==> config.mk <==
export PLATFORM = sky130hd
export DESIGN_NAME = sch_err_capture
export DESIGN_NICKNAME = d
export VERILOG_FILES = /design/src/rtl/sch_sweep_checker_pkg.sv /design/src/rtl/sch_sweep_checker_err_capture.sv
export SDC_FILE = /design/constraint.sdc
export NUM_CORES = 1
export LEC_CHECK = 0
export ABC_CLOCK_PERIOD_IN_PS = 3900
export BUFFER_PORTS_ARGS = -buffer_cell sky130_fd_sc_hd__clkbuf_2
export CORE_MARGIN = 2
export CORE_UTILIZATION = 50
export CTS_CLUSTER_SIZE = 8
export DETAILED_ROUTE_END_ITERATION = 10
export GPL_ROUTABILITY_DRIVEN = 0
export PLACE_DENSITY_LB_ADDON = 0.3
export SETUP_SLACK_MARGIN = 0.02
export SLEW_MARGIN = 0
export SYNTH_ARGS = -nofsm -noshare
export SYNTH_HDL_FRONTEND = slang
export SYNTH_SLANG_ARGS = --single-unit
==> constraint.sdc <==
create_clock -name clk -period 3.9 [get_ports clk]
set_clock_uncertainty 0.2 [all_clocks]
set_input_delay 0.78 -clock clk [delete_from_list [all_inputs] [get_ports clk]]
set_output_delay 0.78 -clock clk [all_outputs]
set_load 0.05 [all_outputs]
==> src/rtl/sch_sweep_checker_pkg.sv <==
// Shared sizing and FSM encoding for the Sch sweep checker.
package sch_pkg;

    localparam int N_DEF     = 4;
    localparam int VEC_W_DEF = 5 * N_DEF + 1;
    localparam int RES_W_DEF = 4 * N_DEF + 1;

    typedef enum logic [1:0] {
        IDLE = 2'd0,
        RUN  = 2'd1,
        DONE = 2'd2
    } sch_state_e;

endpackage

==> src/rtl/sch_sweep_checker_err_capture.sv <==
// Compares the two implementation results, keeps a saturating mismatch count
// and latches the stimulus vector of the first mismatch of a sweep.
module sch_err_capture
    import sch_pkg::*;
#(
    parameter int VEC_W = VEC_W_DEF,
    parameter int RES_W = RES_W_DEF
) (
    input  logic             clk,
    input  logic             rst,
    input  logic             clear,
    input  logic             cmp_en,
    input  logic [VEC_W-1:0] vec,
    input  logic [RES_W-1:0] res1,
    input  logic [RES_W-1:0] res2,
    output logic [VEC_W:0]   err_cnt,
    output logic             first_err_valid,
    output logic [VEC_W-1:0] first_err_vec
);

    logic [VEC_W:0]   err_cnt_q, err_cnt_d;
    logic             first_err_valid_q, first_err_valid_d;
    logic [VEC_W-1:0] first_err_vec_q, first_err_vec_d;
    logic             mismatch;

    assign mismatch = cmp_en && (res1 != res2);

    always_comb begin
        err_cnt_d         = err_cnt_q;
        first_err_valid_d = first_err_valid_q;
        first_err_vec_d   = first_err_vec_q;
        if (clear) begin
            err_cnt_d         = '0;
            first_err_valid_d = 1'b0;
            first_err_vec_d   = '0;
        end else if (mismatch) begin
            if (!(&err_cnt_q)) begin
                err_cnt_d = err_cnt_q + {{VEC_W{1'b0}}, 1'b1};
            end
            if (!first_err_valid_q) begin
                first_err_valid_d = 1'b1;
                first_err_vec_d   = vec;
            end
        end
    end

    always_ff @(posedge clk) begin
        if (rst) begin
            err_cnt_q         <= '0;
            first_err_valid_q <= 1'b0;
            first_err_vec_q   <= '0;
        end else begin
            err_cnt_q         <= err_cnt_d;
            first_err_valid_q <= first_err_valid_d;
            first_err_vec_q   <= first_err_vec_d;
        end
    end

    assign err_cnt         = err_cnt_q;
    assign first_err_valid = first_err_valid_q;
    assign first_err_vec   = first_err_vec_q;

endmodule

==> metrics.cfg <==
[setup_path]
r2r_start = err_cnt[0]$_SDFFE_PP0P_
r2r-end = err_cnt[0]$_SDFFE_PP0P_
r2r_cells = 8
setup.worst_path.end_class = flip-flop
critPathLaunchType = input port
criticalPathCategory = input port to flip-flop
cp.arrival_ns = 2.46
critical_path.max_fanout = 25
required_ns = 3.88
critPathLaunch = res2[1]
regToRegSetupSlack_ns = 1.48
setup.worst_path.end = err_cnt[15]$_SDFFE_PP0P_

[sta]
finalCritPeriodShare = 0.636
tightestPinTransition_ns = 0.562
fin_ws_ns = 1.42
drv_slew = 0
setup_viol = 0
max_freq_mhz = 403
rsz0062_at_grt = no
slew_headroom = 0.622
hold_viol = 0
tns_ns = 0
worst_hold_slack_ns = 0.259
min_period_ns = 2.48

[place]
dp_hpwl_um = 3750
numPortBuffers = 102
pre_cts_ws_ns = 1.09
dpl.cell_count = 404

[routing]
ant_nets = 0
drt_iter0_drc = 83
post_drt_via_cell_ratio = 5.49
vias = 2261
remaining_drc_errors = 0
wl_um = 5190
first_pass_iters = 4
wl_per_cell_um = 12.6

[yosys]
synth.distinct_cells = 35
avgSynthCellArea_um2 = 8.27
synthCells = 265
synth_ff_type = dfxtp_1
seq_area_frac_synth = 0.402
syn-cell-area_um2 = 2190
synth-edff-count = 0
synthArstFlopShare = 0
yosys_warnings = 0
synth-seq-cells = 44
syn_nets = 325

[clock_tree]
cts_root_buf = clkbuf_8
cts_resized = 0
numCtsBuffers = 5
htreeDepth = 2
clock_latency_ns = 0.30
cts_setup_buffers = 0
cts_tree = yes
clkSinkCount = 44
postCtsHoldBufs = 0
clockBufferDepth = 2
path_clk_slew_ns = 0.08

[final_layout]
fillers = 368
multiInputGateArea_um2 = 1220
nets = 419
diodes = 0
area_growth_syn_to_layout_pct = 28.5
layout-drive-gt1-share = 0.339
fin_cells = 412
seqCellArea_um2 = 881

[floorplanning]
core_um2 = 4290
start_util = 0.510
num_rows = 24
die_h_um = 70.2
dieArea_um2 = 4930
pin_count = 103
fp.dieW_um = 70.2

[job]
cap_violations = 0

[global_routing]
antenna_found_initial = 0
grt_pass1_vias = 2117
grt_pass1_wl_um = 8830
grt_max_degree = 56
overflow = 0
grt_use_total = 0.218

[power]
p_leak_nw = 1.24
peakVddDrop_uv = 263
power_density_nw_per_um2 = 331

[hold_path]
min_path_type = flip-flop to flip-flop

[run_status]
status = complete, no violations

[layout by cell type, fill, tap and decap left out, types with 5 or more instances in the layout]
master / count
o31ai_1: 7
nand3_1: 29
nand4_1: 10
a31oi_1: 5
mux2i_1: 7
nor2_1: 8
and3_1: 5
or3_1: 8
xnor2_1: 14
or4_1: 8
o21ai_0: 24
clkbuf_2: 102
nor3_1: 6
clkbuf_8: 5
nand2_1: 36
dfxtp_1: 44
a21oi_1: 9
[kinds of logic (layout without fill, tap and decap cells)]
family | Yosys count | after routing | synth area share
AND/OR/NAND/NOR | 124 | 124 | 0.301
buffers and inverters | 19 | 114 | 0.0457
flip-flops | 44 | 44 | 0.402
AO/OA/AOI/OAI | 53 | 53 | 0.146
XOR/XNOR | 17 | 17 | 0.0679
multiplexers | 7 | 7 | 0.0320
adder cells (fa/ha/maj) | 1 | 1 | 0.00571
[through the flow]
step	instance area (um2)	power, mW	utilization
after floorplan	2190	0.551	-
after CTS	2820	0.942	0.656
after global routing	2820	0.968	0.656
after global placement	2710	0.598	0.631
after detailed placement	2710	0.601	0.631
final	2820	0.934	0.656
[power breakdown]
part / switching [mW] / internal, mW
Sequential: 0.00478 / 0.457
Combinational: 0.0790 / 0.0486
Clock: 0.154 / 0.190
[cell usage after synthesis (2+ instances only)]
master    number  share of area
buf_6          3          0.015
buf_2          2         0.0046
and4_4         3          0.015
o21ai_0       24          0.055
xnor2_1       14          0.056
o31ai_1        7          0.024
nor2_1         9          0.015
nand2_1       36          0.062
a21oi_1       10          0.023
a31oi_1        5          0.014
dfxtp_1       44           0.40
nand3_1       29          0.066
nor3_1         6          0.014
and3_1         5          0.014
xor2_1         3          0.012
or4_1          8          0.027
clkbuf_1      12          0.021
nand4_1       10          0.029
and2_1         3         0.0086
a41o_1         4          0.018
mux2i_1        7          0.032
or3_1          8          0.023
[worst max-delay path, cell delays in order]
cell	delay (ns)
clkbuf_2	0.09
xnor2_1	0.15
nand4_1	0.11
nor4_1	0.54
a21bo_2	0.50
nor3_1	0.12
mux2i_1	0.15
[worst min path at each step]
stage / from / cells after the start / slack [ns] / end
after floorplan: first_err_vec[20]$_SDFFE_PP0P_ / 2 / 0.47 / first_err_vec[20]$_SDFFE_PP0P_
after global placement: first_err_vec[4]$_SDFFE_PP0P_ / 2 / 0.24 / first_err_vec[4]$_SDFFE_PP0P_
after detailed placement: first_err_vec[6]$_SDFFE_PP0P_ / 2 / 0.25 / first_err_vec[6]$_SDFFE_PP0P_
after CTS: first_err_vec[6]$_SDFFE_PP0P_ / 2 / 0.26 / first_err_vec[6]$_SDFFE_PP0P_
after global routing: first_err_vec[7]$_SDFFE_PP0P_ / 2 / 0.29 / first_err_vec[7]$_SDFFE_PP0P_
final: first_err_vec[6]$_SDFFE_PP0P_ / 2 / 0.26 / first_err_vec[6]$_SDFFE_PP0P_
[sequential cells by signal (all words and copies together) (netlist names)]
signal and count:
first_err_vec 21, first_err_valid 1, err_cnt 22
[routing by layer]
metal  up-vias  global-route usage  wire length, um
li1       1155                   -                -
met1      1035               0.247             2230
met2        63               0.390             2570
met3         8              0.0649              321
met4         0              0.0662               72
met5         -                   0                0
[area by class of cell]
type,instances,area share
multi-input combinational,202,0.434
clock buffer,6,0.0258
clock inverter,2,0.0124
tap,52,0.0231
timing repair buffer,106,0.192
sequential,44,0.313
Note: power is estimated with default switching activity, not from simulation.
